**config.mk**
```make
export PLATFORM = sky130hd
export DESIGN_NAME = noc_output_arbiter
export DESIGN_NICKNAME = d
export VERILOG_FILES = /design/src/rtl/noc_output_arbiter.sv
export SDC_FILE = /design/constraint.sdc
export NUM_CORES = 1
export LEC_CHECK = 0
export ABC_CLOCK_PERIOD_IN_PS = 5300
export CORE_AREA = 4 4 151 153
export CTS_CLUSTER_DIAMETER = 40
export DETAILED_ROUTE_END_ITERATION = 8
export DIE_AREA = 0 0 155 157
export PLACE_DENSITY_LB_ADDON = 0.08
export SLEW_MARGIN = 20
export SYNTH_ARGS = -nofsm -noshare
export SYNTH_HDL_FRONTEND = slang
export SYNTH_SLANG_ARGS = --single-unit
```
**constraint.sdc**
```tcl
create_clock -name clk -period 5.3 [get_ports clk]
set_input_delay 0.53 -clock clk [delete_from_list [all_inputs] [get_ports clk]]
set_output_delay 0.53 -clock clk [all_outputs]
set_load 0.03 [all_outputs]
```
**src/rtl/noc_output_arbiter.sv**
```systemverilog
`default_nettype none
// ============================================================================
// Module   : noc_output_arbiter
// Purpose  : Router output-port arbiter. Shares one output port between
//            NUM_IN input interfaces with round-robin arbitration. It latches
//            the winning flit into a single-entry output register, pulses the
//            winner's buffer-clear line, and forwards the flit downstream with
//            a send/ready (so/ro) handshake.
// Ports    : clk        rising-edge clock
//            rst        asynchronous, active-low reset
//            req        per-input request (input k holds a flit for this port)
//            datai      flit bus, input k at [k*DATA_WIDTH +: DATA_WIDTH]
//            ro         downstream ready (1 = downstream buffer empty)
//            buf_clear  one-hot, one-cycle pulse to the granted input
//            so         one-cycle send strobe to downstream
//            datao      held flit, valid while HOLD or SEND
//            busy       1 whenever the arbiter is not IDLE
//            grant_cnt  (OUTARB_GRANT_STATS_EN only) 16-bit saturating grant
//                       counter per input, input k at [k*16 +: 16]
// Options  : OUTARB_GRANT_STATS_EN - adds the grant_cnt statistics port
// Revision : 1.0 - initial release
// ============================================================================
module noc_output_arbiter #(
    parameter int                DATA_WIDTH = 64,
    parameter int                NUM_IN     = 5,
    parameter logic [NUM_IN-1:0] UTURN_MASK = '0
) (
    input  logic                         clk,
    input  logic                         rst,
    input  logic [NUM_IN-1:0]            req,
    input  logic [NUM_IN*DATA_WIDTH-1:0] datai,
    input  logic                         ro,
    output logic [NUM_IN-1:0]            buf_clear,
    output logic                         so,
    output logic [DATA_WIDTH-1:0]        datao,
    output logic                         busy
`ifdef OUTARB_GRANT_STATS_EN
    ,
    output logic [NUM_IN*16-1:0]         grant_cnt
`endif
);

    localparam int c_PTR_W = (NUM_IN > 1) ? $clog2(NUM_IN) : 1;

    localparam logic [c_PTR_W:0]   c_NUM_IN_X = (c_PTR_W+1)'(NUM_IN);
    localparam logic [c_PTR_W-1:0] c_LAST_IDX = c_PTR_W'(NUM_IN - 1);

    localparam logic [1:0] c_ST_IDLE = 2'd0;
    localparam logic [1:0] c_ST_HOLD = 2'd1;
    localparam logic [1:0] c_ST_SEND = 2'd2;

    logic [1:0]            r_state;
    logic [c_PTR_W-1:0]    r_ptr;
    logic [NUM_IN-1:0]     r_buf_clear;
    logic                  r_so;
    logic [DATA_WIDTH-1:0] r_datao;

    logic [NUM_IN-1:0]     w_ereq;
    logic                  w_any;
    logic [c_PTR_W-1:0]    w_win;
    logic [c_PTR_W:0]      w_idx;
    logic [c_PTR_W-1:0]    w_ptr_next;
    logic                  w_grant;
    logic [DATA_WIDTH-1:0] w_slice [NUM_IN];

    // Masked inputs can never win, which blocks U-turns through this port.
    assign w_ereq = req & ~UTURN_MASK;

    genvar gi;
    for (gi = 0; gi < NUM_IN; gi++) begin : g_slice
        assign w_slice[gi] = datai[gi*DATA_WIDTH +: DATA_WIDTH];
    end

    // Round-robin search starting at r_ptr. Offsets are scanned from the
    // farthest to the nearest so the last hit is the nearest requester,
    // which avoids an early loop exit.
    always_comb begin
        w_any = 1'b0;
        w_win = '0;
        w_idx = '0;
        for (int i = NUM_IN - 1; i >= 0; i--) begin
            w_idx = {1'b0, r_ptr} + (c_PTR_W+1)'(i);
            if (w_idx >= c_NUM_IN_X) begin
                w_idx = w_idx - c_NUM_IN_X;
            end
            if (w_ereq[w_idx[c_PTR_W-1:0]]) begin
                w_any = 1'b1;
                w_win = w_idx[c_PTR_W-1:0];
            end
        end
    end

    assign w_ptr_next = (w_win == c_LAST_IDX) ? '0 : w_win + 1'b1;
    assign w_grant    = (r_state == c_ST_IDLE) && w_any;

    always_ff @(posedge clk or negedge rst) begin
        if (!rst) begin
            r_state     <= c_ST_IDLE;
            r_ptr       <= '0;
            r_buf_clear <= '0;
            r_so        <= 1'b0;
            r_datao     <= '0;
        end else begin
            case (r_state)
                c_ST_IDLE: begin
                    if (w_any) begin
                        r_datao     <= w_slice[w_win];
                        r_buf_clear <= NUM_IN'(1) << w_win;
                        r_ptr       <= w_ptr_next;
                        r_state     <= c_ST_HOLD;
                    end
                end
                c_ST_HOLD: begin
                    // The clear pulse lasts only the first HOLD cycle.
                    r_buf_clear <= '0;
                    if (ro) begin
                        r_so    <= 1'b1;
                        r_state <= c_ST_SEND;
                    end
                end
                c_ST_SEND: begin
                    // datao intentionally keeps the last flit.
                    r_so    <= 1'b0;
                    r_state <= c_ST_IDLE;
                end
                default: begin
                    r_buf_clear <= '0;
                    r_so        <= 1'b0;
                    r_state     <= c_ST_IDLE;
                end
            endcase
        end
    end

    assign buf_clear = r_buf_clear;
    assign so        = r_so;
    assign datao     = r_datao;
    assign busy      = (r_state != c_ST_IDLE);

`ifdef OUTARB_GRANT_STATS_EN
    logic [15:0] r_grant_cnt [NUM_IN];

    for (gi = 0; gi < NUM_IN; gi++) begin : g_stats
        always_ff @(posedge clk or negedge rst) begin
            if (!rst) begin
                r_grant_cnt[gi] <= '0;
            end else if (w_grant && (w_win == c_PTR_W'(gi)) &&
                         (r_grant_cnt[gi] != 16'hFFFF)) begin
                r_grant_cnt[gi] <= r_grant_cnt[gi] + 16'd1;
            end
        end
        assign grant_cnt[gi*16 +: 16] = r_grant_cnt[gi];
    end
`else
    // Grant event only feeds the statistics counters.
    logic w_unused_grant;
    assign w_unused_grant = w_grant;
`endif

endmodule
`default_nettype wire

```
==> flow_summary_export.csv, run 1 <==
group,metric,value,unit
grt,grt_util_all_layers,22.1,%
finish,final_common_cell,"clkdlybuf4s50_1",
floorplan,die_y,157,um
clock_tree,ctsResizeCount,0,
floorplan,core_region_area,21600,um^2
timing,slew_violations,0,
synth,synthDistinctLibCells,59,
placed_design,gp_congestion,0.920,
worst_setup_path,endpoint_kind,"flip-flop",
power_and_ir_drop,switching_power,5.17,mW
synth,synth_edf_count,0,
clock_tree,cts.clk_slew.worst_paths,0.07,ns
route,drt_iter0_markers,327,
synth,synth_ff_type,"dfrtp_1",
route,wire_per_inst,22.2,um
clock_tree,cts_setup_buffers,0,
floorplan,initial_utilization,28.8,%
grt,grt_overflow_total,0,
placed_design,numPortBuffers,398,
grt,grt_pass1_wl,41200,um
clock_tree,cts_root_buffer,"clkbuf_16",
synth,synth-seq-area-share,30.2,%
finish,n_fill_cell,2038,
power_and_ir_drop,p_seq_share,10.1,%
grt,grt_max_degree,76,
clock_tree,cts_tree,"built",
route,first_pass_iters,4,
clock_tree,clock_latency,0.34,ns
clock_tree,ctsHtreeMaxLevel,3,
route,route.detailed.drc,0,
synth,synth_area,6220,um^2
worst_setup_path,cp.required,5.50,ns
power_and_ir_drop,internal_power,5.61,mW
clock_tree,postCtsHoldBufs,0,
route,routed_wl,28500,um
power_and_ir_drop,pwr-share-comb,83.6,%
finish,nets,1334,
grt,grt_pass1_vias,6746,
timing,setup_viol,0,
worst_setup_path,start_kind,"flip-flop",
worst_setup_path,timing.rr.start,"r_ptr[0]",
worst_setup_path,reg2reg_depth,14,
placed_design,hpwl,22500,um
route,ant_nets,0,
grt,antenna_found_initial,2,
synth,postSynthAreaPerCell,10.1,um^2
synth,ys_warn_count,0,
status,outcome,"completed",
floorplan,ios,399,
worst_setup_path,worstPathArrival,4.41,ns
timing,rsz0062_at_grt,"no",
worst_setup_path,crit_type,"reg -> reg",
power_and_ir_drop,leakagePower,4.42,nW
finish,syn_to_final_growth,74.9,%
floorplan,die-width,155,um
timing,relSlewSlack,47.5,%
power_and_ir_drop,power.density,991,nW/um^2
timing,clock.fmax,237,MHz
placed_design,pre_cts_slack,1.13,ns
placed_design,dp.cells,1264,
synth,synth_fp_nets,956,
timing,hold_viol_final,0,
timing,fin_ws,1.09,ns
timing,tightest_slew,0.768,ns
worst_setup_path,r2r_slack,1.09,ns
clock_tree,clock-sinks,75,
route,vias,6422,
synth,synth_cells,617,
power_and_ir_drop,pwr-share-clk,6.3,%
timing,worst_clock_skew,0.0112,ns
route,viasPerCell,5.01,
clock_tree,cts_buffers,9,
worst_hold_path,hold_path.class,"in -> async",
finish,layout.cells.non_filler,1281,
finish,fin_util,50.5,%
timing,tns,0,ns
timing,layout_min_cycle_time,4.21,ns
timing,hold_ws,0.187,ns
synth,synth-seq-cells,75,
finish,mostFrequentLayoutCells,"clkdlybuf4s50_1, mux2i_1, dfrtp_1",
job,cap_violations,0,
worst_setup_path,reg2reg_to,"datao[37]",
synth,synthArstFlopShare,100,%
worst_setup_path,crit_fanout,22,
finish,drive_above_1_share,13.5,%
floorplan,num_rows,54,
floorplan,die_area,24300,um^2
power_and_ir_drop,switching_share,47.9,%
power_and_ir_drop,ir_worst_vdd,903,uV
clock_tree,clk_path_buf_depth,2,
timing,period_share,79.5,%
critical path, cell delays in order, from the launching register on:
cell and delay [ns]:
dfrtp_1 0.38, inv_1 0.23, ha_1 0.21, inv_1 0.05, fa_1 0.43, a2111oi_0 0.39, a21oi_1 0.08, a211oi_1 0.53
a2111oi_0 0.32, a221oi_4 0.48, buf_12 0.25, buf_12 0.22, mux2i_1 0.25, and2_0 0.17, a211oi_1 0.05
metrics by stage:
stage	area [um^2]	power [mW]
2_1_floorplan	6220	7.65
3_3_place_gp	10600	10.2
3_5_place_dp	10600	10.2
4_1_cts	10900	10.9
5_1_grt	10900	11.5
6_report	10900	10.8
state kept, by name, indices dropped and copies added, names as in the netlist:
register   flops
r_state        2
r_ptr          3
datao         64
so             1
buf_clear      5
synthesized netlist by cell type, drive strengths merged, types with 2 or more instances:
cell     instances  area, um^2
a2111oi          2        17.5
a211o            3        26.3
a211oi          69         718
a21oi           12        71.3
a221oi           2        23.8
a22o             2        17.5
a31o             2        17.5
and2            64         500
and3             7        48.8
buf             34         216
clkbuf          15        56.3
dfrtp           75        1880
ha              10         125
inv             12        45.0
mux2             4        45.0
mux2i          139        1390
nand2           17        63.8
nand2b           6        37.5
nand3            6        30.0
nor2            19        71.3
nor2b            4        32.5
nor3b            2        15.0
nor4             2        12.5
o211ai           3        22.5
o21a             2        15.0
o21ai            8        40.0
o22ai           68         425
or2              5        31.3
or4              2        18.8
xnor2            3        26.3
final cells by class:
cell class	instances	area [um^2]	area share (%)
Antenna cell	1	2.50	0.0230
Multi-Input combinational cell	481	4050	37.2
Tap cell	280	350	3.22
Timing Repair Buffer	416	4230	38.9
Sequential cell	75	1880	17.3
Clock inverter	6	88.8	0.817
Clock buffer	10	229	2.11
Inverter	12	45.0	0.414
kinds of logic (layout without fill, tap and decap cells):
group           Yosys count  after routing  share of synthesized area (%)
compound gates          185            185                           24.1
xor+xnor                  4              4                          0.564
fa+ha+maj                11             11                           2.33
buf+inv                  61            444                           5.11
flops                    75             75                           30.2
mux                     144            144                           23.5
other cells               0              1                              0
simple gates            137            137                           14.2
how the worst max path moves through the flow:
stage                         from        end  slack, ns  cells past startpoint
after global placement    r_ptr[2]   datao[2]       1.20                     12
final                     r_ptr[0]  datao[37]       1.09                     14
after CTS                 r_ptr[0]  datao[37]       1.13                     14
after global routing      r_ptr[0]  datao[39]       0.81                     14
after floorplan           r_ptr[0]   datao[0]       1.33                     18
after detailed placement    req[3]  datao[37]       1.13                     12
layer usage:
layer,GRT usage (%),part of all wire [%],wire [um],vias up
met5,0,0.042,12,-
met4,7.99,3.2,899,2
met3,6.21,7.6,2160,42
met2,38.5,50,14300,262
met1,26.1,39,11100,3001
li1,-,-,-,3115
power groups by stage:
stage | Sequential, mW | Clock (mW) | Combinational, mW
after floorplan | 1.57 | 0 | 6.08
after global placement | 1.09 | 0 | 9.08
after detailed placement | 1.09 | 0 | 9.10
after CTS | 1.09 | 0.699 | 9.13
after global routing | 1.12 | 0.721 | 9.68
final | 1.09 | 0.679 | 9.02
Power figures use the tool's default switching activity.
==> run 2: changes to the inputs <==
- ABC_CLOCK_PERIOD_IN_PS: 5300 -> 4400
- clock period: 5.3 -> 4.4 ns (I/O delays scaled with it)
==> run 2 against run 1 <==
  * Utilization increased by 0.35 points
  * Setup slack worse by 0.81 ns
  * Non-clock buffer count grew 13
  * Clock power grew 8.8%
  * Largest power group unchanged
  * Combinational power up 23%
  * First-iteration DRC count fell by 25%
  * Clock skew rose by 0.0030 ns
  * Final cell count is 1.4% higher
  * Clock-buffer cell count rose by 2
  * Fmax is 2.2% higher
  * Sequential share of layout area down 0.12 points
==> flow_summary_export.csv, run 2 (synthesis gave the netlist of run 1 again) <==
group,metric,value,unit
status,outcome,"completed",
route,first_pass_iters,4,
clock_tree,ctsHtreeMaxLevel,3,
finish,drive_above_1_share,14.8,%
finish,syn_to_final_growth,76.2,%
job,cap_violations,0,
floorplan,initial_utilization,28.8,%
worst_setup_path,cpMostUsedCell,"buf_4",
worst_setup_path,crit_fanout,33,
timing,setup_viol,0,
worst_hold_path,hold_path.class,"in -> async",
timing,clock.fmax,243,MHz
grt,grt_pass1_wl,40100,um
route,ant_nets,0,
grt,antenna_found_initial,3,
clock_tree,cts_root_buffer,"clkbuf_16",
floorplan,num_rows,54,
grt,grt_pass1_vias,6562,
clock_tree,cts_setup_buffers,0,
worst_setup_path,cpMaxStageDelayCell,"or4_1",
finish,largest_reg_flops,64,
clock_tree,postCtsHoldBufs,0,
timing,relSlewSlack,45.7,%
clock_tree,cts_buffers,9,
worst_setup_path,crit_chain,"buf_4, ha_1, inv_1, o21ai_1, mux2_2, and3_1, or4_1, or4_4, nor2b_4, buf_4, and3_4, and2_1, a211oi_1",
clock_tree,clk_path_buf_depth,2,
timing,period_share,93.7,%
clock_tree,cts.clk_slew.worst_paths,0.07,ns
grt,grt_util_all_layers,21.6,%
worst_setup_path,crit_type,"reg -> reg",
timing,tightest_slew,0.813,ns
timing,hold_viol_final,0,
worst_setup_path,endpoint_kind,"flip-flop",
worst_setup_path,cp.required,4.64,ns
clock_tree,cts_tree,"built",
finish,final_area,11000,um^2
route,route.detailed.drc,0,
power_and_ir_drop,ir_worst_vdd,591,uV
clock_tree,clock_latency,0.34,ns
timing,layout_min_cycle_time,4.12,ns
placed_design,placed_area,10600,um^2
timing,slew_violations,0,
finish,final_common_cell,"clkdlybuf4s50_1",
finish,fin_util,50.8,%
route,vias,6451,
floorplan,ios,399,
finish,mostFrequentLayoutCells,"clkdlybuf4s50_1, mux2i_1, dfrtp_1",
timing,rsz0062_at_grt,"no",
floorplan,die-width,155,um
route,drt_iter0_markers,246,
placed_design,gp_congestion,0.864,
power_and_ir_drop,leakagePower,4.48,nW
placed_design,pre_cts_slack,0.0742,ns
route,viasPerCell,4.97,
worst_setup_path,critPathMaxStageDelay,0.51,ns
grt,grt_overflow_total,0,
placed_design,numPortBuffers,398,
clock_tree,clock-sinks,75,
floorplan,die_area,24300,um^2
route,routed_wl,28400,um
route,wire_per_inst,21.9,um
timing,tns,0,ns
timing,worst_clock_skew,0.0142,ns
clock_tree,ctsResizeCount,0,
floorplan,die_y,157,um
worst_setup_path,worstPathArrival,4.36,ns
worst_setup_path,start_kind,"flip-flop",
finish,nets,1348,
placed_design,hpwl,22500,um
grt,grt_max_degree,67,
timing,fin_ws,0.277,ns
power_and_ir_drop,power.density,1200,nW/um^2
floorplan,core_region_area,21600,um^2
-- run 2: changes by cell type in the layout (fill, tap and decap cells not counted), sizes merged --
cell	change
diode	+4
and3	+1
buf	+13
bufinv	-2
clkbuf	+2
-- run 2: worst max-delay path, delay by kind of cell (launching register included) --
kind                     cells  cell delay, ns
AO/OA/AOI/OAI                2            0.49
adder cells (fa/ha/maj)      1            0.30
buffers and inverters        3            0.63
flip-flops                   1            0.34
multiplexers                 1            0.36
AND/OR/NAND/NOR              6            1.88
-- run 2: report_power, final --
part           leakage (nW)  internal, mW  total [mW]  switching (mW)
combinational          3.50          5.20        11.1            5.86
sequential            0.841          1.11        1.30           0.190
clock                 0.135         0.417       0.739           0.322
-- run 2: metal layers --
metal	share of wire [%]	wire length, um	global-route usage [%]	vias up
met5	0.049	14	0	-
met4	2.0	554	7.23	2
met3	7.1	2020	6.02	26
met2	51	14600	37.6	236
met1	39	11200	25.8	3035
li1	-	-	-	3152
-- run 2: path summary, 6_finish.rpt --
kind,endpoint,cells after the start,from,slack (ns)
min reg2reg,buf_clear[0],2,buf_clear[0],0.48
min,datao[25],1,rst,0.05
max in group asynchronous,datao[58],2,rst,3.34
min in group clk,buf_clear[0],2,buf_clear[0],0.48
max reg2reg,datao[49],13,r_ptr[0],0.28
max,datao[49],13,r_ptr[0],0.28
-- run 2: final cells by class --
class	instances	area, um^2
fill	2076	10600
timing repair buffer	429	4310
multi-input combinational	482	4060
sequential	75	1880
tap	280	350
clock buffer	12	256
inverter	12	45.0
clock inverter	4	32.5
antenna	5	12.5
-- run 2: stage by stage --
step,hold WS [ns],std cells,power [mW]
global placement,0.443,1277,12.4
global route,0.0885,1296,14.0
finish,0.0496,1299,13.1
floorplan,0.144,617,9.21
detailed placement,0.443,1277,12.4
CTS,0.0650,1293,13.2
==> run 3: changes to the inputs <==
- ABC_CLOCK_PERIOD_IN_PS: 4400 -> 5000
- SLEW_MARGIN: 20 -> 40
- clock period: 4.4 -> 5 ns (I/O delays scaled with it)
==> run 3 against run 2 <==
  * Critical path depth increased by 1
  * Sequential power decreased by 11%
  * Non-clock buffer count decreased by 8
  * Combinational power decreased by 13%
  * Cell area decreased by 0.94%
  * Critical endpoint is now datao[47]
  * Largest power group unchanged
==> flow_summary_export.csv, run 3 (synthesis gave the netlist of run 1 again) <==
group,metric,value,unit
status,outcome,"completed",
finish,nets,1339,
clock_tree,cts_buffers,9,
worst_setup_path,critPathMaxStageDelay,0.57,ns
grt,antenna_found_initial,3,
worst_setup_path,start_kind,"flip-flop",
finish,drive_above_1_share,13.9,%
worst_setup_path,crit_type,"reg -> reg",
finish,largest_reg_flops,64,
timing,layout_min_cycle_time,4.60,ns
power_and_ir_drop,switching_share,48.7,%
placed_design,placed_area,10600,um^2
floorplan,num_rows,54,
timing,tns,0,ns
finish,mostFrequentLayoutCells,"clkdlybuf4s50_1, mux2i_1, dfrtp_1",
clock_tree,clk_path_buf_depth,2,
route,first_pass_iters,4,
clock_tree,ctsHtreeMaxLevel,3,
finish,syn_to_final_growth,74.5,%
route,wire_per_inst,21.7,um
power_and_ir_drop,power.density,1050,nW/um^2
worst_setup_path,worstPathArrival,4.84,ns
clock_tree,cts.clk_slew.worst_paths,0.06,ns
floorplan,die-width,155,um
route,routed_wl,28000,um
worst_setup_path,timing.rr.start,"r_ptr[1]",
placed_design,hpwl,22500,um
power_and_ir_drop,p_seq_share,10.2,%
timing,tightest_slew,0.787,ns
worst_setup_path,cp.required,5.24,ns
route,drt_iter0_markers,181,
timing,slew_violations,0,
timing,period_share,91.9,%
job,cap_violations,0,
timing,relSlewSlack,46.2,%
power_and_ir_drop,leakagePower,4.42,nW
finish,fin_util,50.3,%
clock_tree,cts_setup_buffers,0,
clock_tree,cts_tree,"built",
worst_setup_path,cpMaxStageDelayCell,"or4_1",
worst_setup_path,crit_buf_inv,3,
power_and_ir_drop,power,11.4,mW
floorplan,ios,399,
placed_design,gp_congestion,0.852,
route,route.detailed.drc,0,
finish,final_area,10800,um^2
floorplan,die_y,157,um
timing,setup_viol,0,
route,vias,6390,
placed_design,pre_cts_slack,0.420,ns
timing,worst_clock_skew,0.00883,ns
floorplan,core_region_area,21600,um^2
clock_tree,clock_latency,0.34,ns
worst_setup_path,crit_chain,"inv_1, ha_1, a221oi_2, nor2_1, o21ai_0, a21oi_1, or4_1, or4_4, nor2b_4, buf_4, nand2_2, buf_4, o22ai_1, a211oi_1",
worst_setup_path,crit_fanout,36,
power_and_ir_drop,internal_power,5.83,mW
timing,fin_ws,0.404,ns
placed_design,numPortBuffers,398,
clock_tree,cts_root_buffer,"clkbuf_16",
power_and_ir_drop,pwr-share-comb,84.6,%
worst_setup_path,cpMostUsedCell,"buf_4",
power_and_ir_drop,ir_worst_vdd,823,uV
grt,grt_max_degree,67,
timing,hold_viol_final,0,
route,ant_nets,0,
floorplan,initial_utilization,28.8,%
worst_setup_path,endpoint_kind,"flip-flop",
worst_setup_path,worstSetupStartpoint,"r_ptr[1]",
grt,grt_pass1_wl,39900,um
grt,grt_overflow_total,0,
finish,final_common_cell,"clkdlybuf4s50_1",
floorplan,die_area,24300,um^2
timing,clock.fmax,218,MHz
route,viasPerCell,4.97,
grt,grt_util_all_layers,21.7,%
power_and_ir_drop,switching_power,5.52,mW
clock_tree,clock-sinks,75,
worst_setup_path,critPathTopFamily,"simple AND/OR/NAND/NOR gates",
worst_hold_path,hold_path.class,"in -> async",
power_and_ir_drop,pwr-share-clk,5.2,%
grt,grt_pass1_vias,6465,
timing,rsz0062_at_grt,"no",
## run 3: cell types whose count changed in the layout (fill, tap and decap cells not counted)
cell / before / now
and3_4: 2 / 1
ha_2: 0 / 1
clkbuf_8: 2 / 0
clkinvlp_4: 2 / 1
buf_16: 0 / 1
nor2_1: 17 / 18
buf_4: 24 / 16
clkinv_2: 0 / 3
ha_1: 10 / 9
buf_12: 8 / 6
buf_8: 0 / 1
inv_6: 1 / 0
diode_2: 5 / 3
nor2_2: 1 / 0
## run 3: metal layers
| metal | wire length, um | track usage [%] | vias to the layer above |
|---|---|---|---|
| li1 | - | - | 3123 |
| met1 | 10800 | 25.8 | 2978 |
| met2 | 14300 | 37.7 | 253 |
| met3 | 2140 | 6.49 | 32 |
| met4 | 639 | 6.94 | 4 |
| met5 | 30 | 0 | - |
## run 3: stage by stage
stage / hold WS [ns] / cells
2_1_floorplan: 0.204 / 617
3_3_place_gp: 0.459 / 1267
3_5_place_dp: 0.469 / 1269
4_1_cts: 0.0984 / 1284
5_1_grt: 0.126 / 1285
6_report: 0.0926 / 1287
## run 3: final cells by class
class                   instances  area (um^2)
clock buffers                  10          229
fillers                      2064        10700
repair buffers                421         4260
clock inverters                 5         31.3
inverters                      12         45.0
flip-flops and latches         75         1880
multi-input cells             481         4050
well taps                     280          350
diodes                          3         7.51
## run 3: worst paths after layout
check | end | cells after the start | slack, ns
max in group asynchronous | datao[63] | 2 | 3.88
setup / recovery | datao[47] | 14 | 0.40
setup reg to reg | datao[47] | 14 | 0.40
hold / removal | datao[18] | 1 | 0.09
min in group clk | r_state[1] | 1 | 0.48
hold reg to reg | r_state[1] | 1 | 0.48
## run 3: worst register-to-register path, delay by kind of cell (launching register included)
kind                     cells  cell delay, ns
AND/OR/NAND/NOR              5            1.63
flip-flops                   1            0.54
AO/OA/AOI/OAI                5            1.20
buffers and inverters        3            0.80
adder cells (fa/ha/maj)      1            0.33
## run 3: power groups by stage
| stage | sequential, mW | clock (mW) | combinational (mW) |
|---|---|---|---|
| floorplan | 1.67 | 0 | 6.44 |
| global placement | 1.17 | 0 | 9.59 |
| detailed placement | 1.16 | 0 | 9.72 |
| CTS | 1.16 | 0.616 | 9.74 |
| global route | 1.20 | 0.638 | 10.3 |
| finish | 1.16 | 0.591 | 9.61 |
## run 3: timing repair
item | 4_1_cts | 5_1_grt
gates resized for setup | 0 | 1
setup endpoints to repair | 0 | 3
hold buffers | 0 | 0
